<file path="src/rtl/ysyx_22050710_md_pkg.sv">
// Shared constants, FSM state type and word-mode helper for the M-extension execute unit.
package ysyx_22050710_md_pkg;

    localparam logic [2:0] OP_MUL    = 3'b000;
    localparam logic [2:0] OP_MULH   = 3'b001;
    localparam logic [2:0] OP_MULHSU = 3'b010;
    localparam logic [2:0] OP_MULHU  = 3'b011;
    localparam logic [2:0] OP_DIV    = 3'b100;
    localparam logic [2:0] OP_DIVU   = 3'b101;
    localparam logic [2:0] OP_REM    = 3'b110;
    localparam logic [2:0] OP_REMU   = 3'b111;

    typedef enum logic [1:0] {
        S_IDLE = 2'd0,
        S_CALC = 2'd1,
        S_DONE = 2'd2
    } md_state_e;

    function automatic logic [63:0] sext_word(input logic [31:0] v);
        return {{32{v[31]}}, v};
    endfunction

endpackage

</file>
<file path="src/rtl/ysyx_22050710_md_iter.sv">
// Shared one-bit-per-cycle datapath: shift-add multiply or restoring divide on unsigned magnitudes.
module ysyx_22050710_md_iter #(
    parameter int unsigned XLEN = 64,
    parameter int unsigned CW   = $clog2(XLEN + 1)
) (
    input  logic                clk,
    input  logic                rst,
    input  logic                start,
    input  logic                step,
    input  logic                mode_div,
    input  logic [CW-1:0]       n,
    input  logic [XLEN-1:0]     a,
    input  logic [XLEN-1:0]     b,
    output logic                done_c,
    output logic [2*XLEN-1:0]   acc_nxt_c
);
    localparam int unsigned AW = 2 * XLEN + 1;

    logic [AW-1:0]   acc_q, acc_d, acc_step;
    logic [XLEN-1:0] b_q, b_d;
    logic            div_q, div_d;
    logic [CW-1:0]   cnt_q, cnt_d;
    logic [XLEN:0]   sum;
    logic [XLEN+1:0] trial;

    // Multiply: {hi, lo} with lo holding the multiplier; divide: {rem, quotient/dividend}.
    always_comb begin
        sum   = acc_q[AW-1:XLEN] + (acc_q[0] ? {1'b0, b_q} : '0);
        trial = {1'b0, acc_q[AW-2:XLEN-1]} - {2'b00, b_q};
        if (!div_q) begin
            acc_step = {1'b0, sum, acc_q[XLEN-1:1]};
        end else if (trial[XLEN+1]) begin
            acc_step = {acc_q[AW-2:0], 1'b0};
        end else begin
            acc_step = {trial[XLEN:0], acc_q[XLEN-2:0], 1'b1};
        end
    end

    always_comb begin
        acc_d = acc_q;
        b_d   = b_q;
        div_d = div_q;
        cnt_d = cnt_q;
        if (start) begin
            acc_d = {{(XLEN+1){1'b0}}, a};
            b_d   = b;
            div_d = mode_div;
            cnt_d = n;
        end else if (step) begin
            acc_d = acc_step;
            cnt_d = cnt_q - CW'(1);
        end
    end

    always_ff @(posedge clk or posedge rst) begin
        if (rst) begin
            acc_q <= '0;
            b_q   <= '0;
            div_q <= 1'b0;
            cnt_q <= '0;
        end else begin
            acc_q <= acc_d;
            b_q   <= b_d;
            div_q <= div_d;
            cnt_q <= cnt_d;
        end
    end

    // The final step's result is handed out combinationally so the caller can register it at once.
    assign done_c    = step && (cnt_q == CW'(1));
    assign acc_nxt_c = acc_step[AW-2:0];

endmodule

</file>
<file path="src/rtl/ysyx_22050710_exu_md.sv">
// Multi-cycle RISC-V M-extension unit: handshakes, special divide cases, sign handling and result select.
module ysyx_22050710_exu_md
    import ysyx_22050710_md_pkg::*;
#(
    parameter int unsigned XLEN     = 64,
    parameter int unsigned WORD_OPS = 1
) (
    input  logic            i_clk,
    input  logic            i_rst,
    input  logic            i_valid,
    output logic            o_ready,
    input  logic [2:0]      i_op,
    input  logic            i_word,
    input  logic [XLEN-1:0] i_rs1,
    input  logic [XLEN-1:0] i_rs2,
    input  logic            i_flush,
    output logic            o_valid,
    input  logic            i_ready,
    output logic [XLEN-1:0] o_result
);
    localparam int unsigned CW = $clog2(XLEN + 1);

    function automatic logic [XLEN-1:0] fit(input logic w, input logic [XLEN-1:0] v);
        return w ? XLEN'(sext_word(v[31:0])) : v;
    endfunction

    md_state_e       state_q, state_d;
    logic [2:0]      op_q, op_d;
    logic            word_q, word_d;
    logic            neg_q, neg_d;
    logic            rneg_q, rneg_d;
    logic            valid_q, valid_d;
    logic [XLEN-1:0] res_q, res_d;

    logic            word_c, a_msb_c, b_msb_c, sgn_a_c, sgn_b_c, a_neg_c, b_neg_c;
    logic            div_zero_c, div_ovf_c, special_c, accept_c, start_c;
    logic [2:0]      op_eff_c;
    logic [XLEN-1:0] mask_c, min_c, a_n_c, b_n_c, mag_a_c, mag_b_c, a_load_c, spec_raw_c;
    logic [CW-1:0]   n_c;

    // Request decode: N-bit operand view, signedness, magnitudes and the no-iteration divide cases.
    always_comb begin
        word_c     = (WORD_OPS != 0) && (XLEN == 64) && i_word;
        op_eff_c   = (word_c && !i_op[2]) ? OP_MUL : i_op;
        mask_c     = word_c ? XLEN'(64'h0000_0000_FFFF_FFFF) : '1;
        min_c      = word_c ? XLEN'(64'h0000_0000_8000_0000) : {1'b1, {(XLEN-1){1'b0}}};
        a_n_c      = i_rs1 & mask_c;
        b_n_c      = i_rs2 & mask_c;
        a_msb_c    = word_c ? i_rs1[31] : i_rs1[XLEN-1];
        b_msb_c    = word_c ? i_rs2[31] : i_rs2[XLEN-1];
        sgn_a_c    = (op_eff_c != OP_MULHU) && (op_eff_c != OP_DIVU) && (op_eff_c != OP_REMU);
        sgn_b_c    = sgn_a_c && (op_eff_c != OP_MULHSU);
        a_neg_c    = sgn_a_c && a_msb_c;
        b_neg_c    = sgn_b_c && b_msb_c;
        mag_a_c    = a_neg_c ? ((~a_n_c + XLEN'(1)) & mask_c) : a_n_c;
        mag_b_c    = b_neg_c ? ((~b_n_c + XLEN'(1)) & mask_c) : b_n_c;
        a_load_c   = (op_eff_c[2] && word_c) ? (mag_a_c << 32) : mag_a_c;
        n_c        = word_c ? CW'(32) : CW'(XLEN);
        div_zero_c = op_eff_c[2] && (b_n_c == '0);
        div_ovf_c  = op_eff_c[2] && !op_eff_c[0] && (a_n_c == min_c) && (b_n_c == mask_c);
        special_c  = div_zero_c || div_ovf_c;
        if (div_zero_c) begin
            spec_raw_c = op_eff_c[1] ? i_rs1 : '1;
        end else begin
            spec_raw_c = op_eff_c[1] ? '0 : i_rs1;
        end
    end

    assign o_ready  = (state_q == S_IDLE);
    assign accept_c = i_valid && o_ready && !i_flush;
    assign start_c  = accept_c && !special_c;

    logic                done_c;
    logic [2*XLEN-1:0]   acc_nxt_c;

    ysyx_22050710_md_iter #(
        .XLEN (XLEN),
        .CW   (CW)
    ) u_iter (
        .clk       (i_clk),
        .rst       (i_rst),
        .start     (start_c),
        .step      (state_q == S_CALC),
        .mode_div  (op_eff_c[2]),
        .n         (n_c),
        .a         (a_load_c),
        .b         (mag_b_c),
        .done_c    (done_c),
        .acc_nxt_c (acc_nxt_c)
    );

    logic [2*XLEN-1:0] prod_mag_c, prod_s_c;
    logic [XLEN-1:0]   quo_s_c, rem_s_c, calc_raw_c;

    // Sign correction and result selection on the final iteration's value.
    always_comb begin
        prod_mag_c = acc_nxt_c >> (word_q ? 32 : 0);
        prod_s_c   = neg_q ? -prod_mag_c : prod_mag_c;
        quo_s_c    = neg_q ? -acc_nxt_c[XLEN-1:0] : acc_nxt_c[XLEN-1:0];
        rem_s_c    = rneg_q ? -acc_nxt_c[2*XLEN-1:XLEN] : acc_nxt_c[2*XLEN-1:XLEN];
        case (op_q)
            OP_MUL:                       calc_raw_c = prod_s_c[XLEN-1:0];
            OP_MULH, OP_MULHSU, OP_MULHU: calc_raw_c = prod_s_c[2*XLEN-1:XLEN];
            OP_DIV, OP_DIVU:              calc_raw_c = quo_s_c;
            OP_REM, OP_REMU:              calc_raw_c = rem_s_c;
            default:                      calc_raw_c = rem_s_c;
        endcase
    end

    always_ff @(posedge i_clk or posedge i_rst) begin
        if (i_rst) begin
            state_q <= S_IDLE;
        end else begin
            state_q <= state_d;
        end
    end

    always_comb begin
        state_d = state_q;
        case (state_q)
            S_IDLE:  if (accept_c) state_d = special_c ? S_DONE : S_CALC;
            S_CALC:  if (done_c) state_d = S_DONE;
            S_DONE:  if (i_ready) state_d = S_IDLE;
            default: state_d = S_IDLE;
        endcase
        if (i_flush) state_d = S_IDLE;
    end

    always_comb begin
        op_d    = op_q;
        word_d  = word_q;
        neg_d   = neg_q;
        rneg_d  = rneg_q;
        res_d   = res_q;
        valid_d = (state_d == S_DONE);
        if (state_q == S_IDLE && accept_c) begin
            op_d   = op_eff_c;
            word_d = word_c;
            neg_d  = a_neg_c ^ b_neg_c;
            rneg_d = a_neg_c;
            if (special_c) res_d = fit(word_c, spec_raw_c);
        end
        if (state_q == S_CALC && done_c) res_d = fit(word_q, calc_raw_c);
    end

    always_ff @(posedge i_clk or posedge i_rst) begin
        if (i_rst) begin
            op_q    <= OP_MUL;
            word_q  <= 1'b0;
            neg_q   <= 1'b0;
            rneg_q  <= 1'b0;
            valid_q <= 1'b0;
            res_q   <= '0;
        end else begin
            op_q    <= op_d;
            word_q  <= word_d;
            neg_q   <= neg_d;
            rneg_q  <= rneg_d;
            valid_q <= valid_d;
            res_q   <= res_d;
        end
    end

    assign o_valid  = valid_q;
    assign o_result = res_q;

endmodule

</file>
<file path="config.mk">
export PLATFORM = sky130hd
export DESIGN_NAME = ysyx_22050710_exu_md
export DESIGN_NICKNAME = d
export VERILOG_FILES = /design/src/rtl/ysyx_22050710_md_pkg.sv /design/src/rtl/ysyx_22050710_md_iter.sv /design/src/rtl/ysyx_22050710_exu_md.sv
export SDC_FILE = /design/constraint.sdc
export NUM_CORES = 2
export LEC_CHECK = 0
export CELL_PAD_IN_SITES_DETAIL_PLACEMENT = 1
export CELL_PAD_IN_SITES_GLOBAL_PLACEMENT = 2
export CORE_MARGIN = 10
export CORE_UTILIZATION = 39
export DETAILED_ROUTE_END_ITERATION = 7
export PLACE_DENSITY_LB_ADDON = 0.3
export SYNTH_ARGS = -nofsm -noshare
export SYNTH_HDL_FRONTEND = slang
export SYNTH_SLANG_ARGS = --single-unit
</file>
<file path="constraint.sdc">
create_clock -name i_clk -period 18.2 [get_ports i_clk]
set_input_delay 3.64 -clock i_clk [delete_from_list [all_inputs] [get_ports i_clk]]
set_output_delay 3.64 -clock i_clk [all_outputs]
set_load 0.01 [all_outputs]
</file>
==> results.yml <==
detailed_routing:
  drtIter0Drc: 7498
  wl_mm: 253
  vias: 48153
  drcViolationCount: 0
  ant_nets: 0
  first_pass_iters: 6
  drt-vias-per-instance: 7.25
  wl_per_cell_um: 38.1
place:
  gp_congestion: 1.10
  dpl_cell_area_um2: 41100
  pre_cts_slack_ns: 9.16
  place.detailed.hpwl_mm: 201
  portBuffers: 202
  dp_cells: 6559
setup_path:
  crit_top_cell: "nand2_1"
  crit_slowest_cell: "nor3_1"
  rr_endpoint: "o_result[38]$_DFFE_PP0P_"
  crit_fanout: 25
  endpoint: "o_result[38]$_DFFE_PP0P_"
  rr_startpoint: "u_iter.acc_q[119]$_DFFE_PP0P_"
  critPathRequiredTime_ns: 18.64
  r2r_cells: 19
  arrival_ns: 9.44
  r2r_slack_ns: 9.20
  end_kind: "register"
  critical_path_class: "reg -> reg"
  cpPeakStageDelay_ns: 1.06
  path_cells: "ha_1 > nand2_1 > o21ai_0 > a31oi_1 > o21ai_1 > a21oi_4 > buf_4 > nand2_1 > buf_4 > mux2_2 > mux4_2 > a311o_1 > nor3_1 > nand4_1 > nor3_1 > nand2_1 > mux2i_1 > o21ai_0 > a21oi_1"
  crit_start: "u_iter.acc_q[119]$_DFFE_PP0P_"
  start_kind: "register"
final_layout:
  final_area_um2: 42500
  final_common_cell: "nand2_1"
  layout.cells.non_filler: 6639
  layout_common_cells: "561 x nand2_1, 533 x o21ai_0, 436 x nor2_1"
  nNetsFinal: 5610
  layout-drive-gt1-share: 0.0735
  fin_util: 0.446
  num-fill-cells: 12038
  syn_to_final_growth_pct: 13.1
floorplan:
  core-area_um2: 95300
  row_count: 113
  die_w_um: 330
  dieArea_um2: 109000
  die_h_um: 330
  io_pins: 203
  start_util: 0.394
synthesis:
  async_flop_share: 1.00
  ys_seq_area_frac: 0.183
  yosysWarningCount: 0
  syn-num-nets: 5564
  post_synth_instance_area_um2: 37600
  ys_ff_latch: 274
  ys_types: 95
  netlist_instances: 5289
  ys.flop_type: "dfrtp_1"
  syn_area_per_cell_um2: 7.10
  synth-edff-count: 0
sta:
  tns_ns: 0
  drv_slew: 0
  rsz0062_at_grt: "false"
  setup_viol: 0
  skew_ns: 0.0620
  slew_headroom: 0.0394
  post-route-period-util: 0.494
  min_period_ns: 9.00
  tightest_slew_ns: 1.43
  max_freq_ghz: 0.111
  fin_ws_ns: 9.20
  hold_viol_final: 0
hold_path:
  worstHoldStart: "o_result[43]$_DFFE_PP0P_"
  hold_path_class: "reg -> reg"
power:
  cellLeakagePower_nw: 16.2
  vdd.ir_drop.worst_mv: 0.110
  power_density_nw_per_um2: 213
cts:
  cts_tree: "built"
  cts_resized: 0
  cts_hold_buffers: 0
  cts-root-buf: "clkbuf_16"
  clk_latency_ns: 0.66
  htreeDepth: 2
  cts_setup_buffers: 0
  cts_made_buffers: 39
  cts_sinks: 274
  cts.clk_slew.worst_paths_ns: 0.06
  clockBufferDepth: 3
job:
  cap_violations: 0
global_routing:
  antenna_found_initial: 23
  grt_pass1_wl_mm: 351
  grt_pass1_vias: 45425
  grt_overflow: 0
  grt_start_max_net_pins: 107
  groute.usage.overall: 0.444
outcome:
  status: "finished clean"
==> worst min path at each step <==
stage,depth (start not counted),endpoint,slack (ns)
after CTS,2,o_result[43]$_DFFE_PP0P_,0.49
after global placement,2,o_result[43]$_DFFE_PP0P_,0.46
final,2,o_result[43]$_DFFE_PP0P_,0.48
after global routing,2,o_result[43]$_DFFE_PP0P_,0.53
after floorplan,2,u_iter.cnt_q[6]$_DFFE_PP0P_,0.46
after detailed placement,2,o_result[43]$_DFFE_PP0P_,0.47
==> cell usage after synthesis, types with 21 or more instances <==
master,count,area share
or4_1,45,0.0090
a21o_1,52,0.010
a21oi_1,435,0.058
nor4_1,74,0.012
nor2b_1,34,0.0057
nor2_1,442,0.044
dfrtp_1,274,0.18
xnor2_1,230,0.054
clkbuf_1,302,0.030
maj3_1,21,0.0056
or2_2,32,0.0053
nor3_1,124,0.017
mux4_2,27,0.016
nand3_1,202,0.027
a211oi_1,54,0.011
buf_1,31,0.0031
nand4_1,120,0.020
o22ai_1,96,0.016
inv_1,140,0.014
or3_1,51,0.0085
nand2b_1,55,0.0092
ha_1,136,0.045
a221oi_1,30,0.0070
nand2_1,562,0.056
o21bai_1,21,0.0042
o211ai_1,88,0.018
o41ai_1,27,0.0063
and3_1,30,0.0050
xor2_1,157,0.037
mux2_2,39,0.012
a221o_1,29,0.0077
and2_1,98,0.016
o21ai_0,533,0.071
mux2i_1,116,0.031
o21a_1,32,0.0064
a31oi_1,68,0.011
o31ai_1,80,0.016
o221ai_1,43,0.010
==> kinds of logic after synthesis <==
kind of cell / synth area share
xor+xnor: 0.0902
simple gates: 0.254
flops: 0.183
buf+inv: 0.0520
compound gates: 0.311
fa+ha+maj: 0.0520
mux: 0.0588
==> flip-flops by register name, summed over array words and instances (netlist names), 2 cells and up <==
name	cells
op_q	3
u_iter.acc_q	129
u_iter.b_q	64
state_q	2
o_result	64
u_iter.cnt_q	7
==> where the power goes <==
| part | leakage (nW) | internal, mW | switching [mW] |
|---|---|---|---|
| registers | 3.42 | 0.803 | 0.366 |
| clock network | 0.638 | 0.477 | 0.365 |
| logic | 12.1 | 1.99 | 5.02 |
==> stage by stage <==
step,hold WS [ns],power (mW)
floorplan,0.465,4.63
global route,0.525,9.16
detailed placement,0.472,7.67
CTS,0.486,8.54
global placement,0.459,7.63
finish,0.481,9.03
==> layout make-up <==
| class | count | area (µm²) | share of cell area |
|---|---|---|---|
| multi-input combinational | 4513 | 28900 | 0.680 |
| sequential | 274 | 6870 | 0.162 |
| timing repair buffer | 365 | 3240 | 0.0764 |
| tap | 1265 | 1580 | 0.0373 |
| clock buffer | 53 | 1120 | 0.0264 |
| inverter | 142 | 541 | 0.0127 |
| clock inverter | 17 | 195 | 0.00460 |
| antenna | 10 | 25.0 | 0.000589 |
==> metal layers <==
layer | vias up | share of wire | global-route usage
met4 | 22 | 0.062 | 0.224
met3 | 716 | 0.15 | 0.190
met2 | 3370 | 0.39 | 0.612
met1 | 24096 | 0.39 | 0.580
li1 | 19949 | - | -
met5 | - | 0.00064 | 0
==> worst max-delay path, delay by kind of cell, from the launching register on <==
family / cells / cell delay, ns
flip-flops: 1 / 0.48
adder cells (fa/ha/maj): 1 / 0.66
buffers and inverters: 2 / 0.80
multiplexers: 3 / 1.32
AO/OA/AOI/OAI: 7 / 2.72
AND/OR/NAND/NOR: 6 / 2.77
Note: power is estimated with default switching activity, not from simulation.
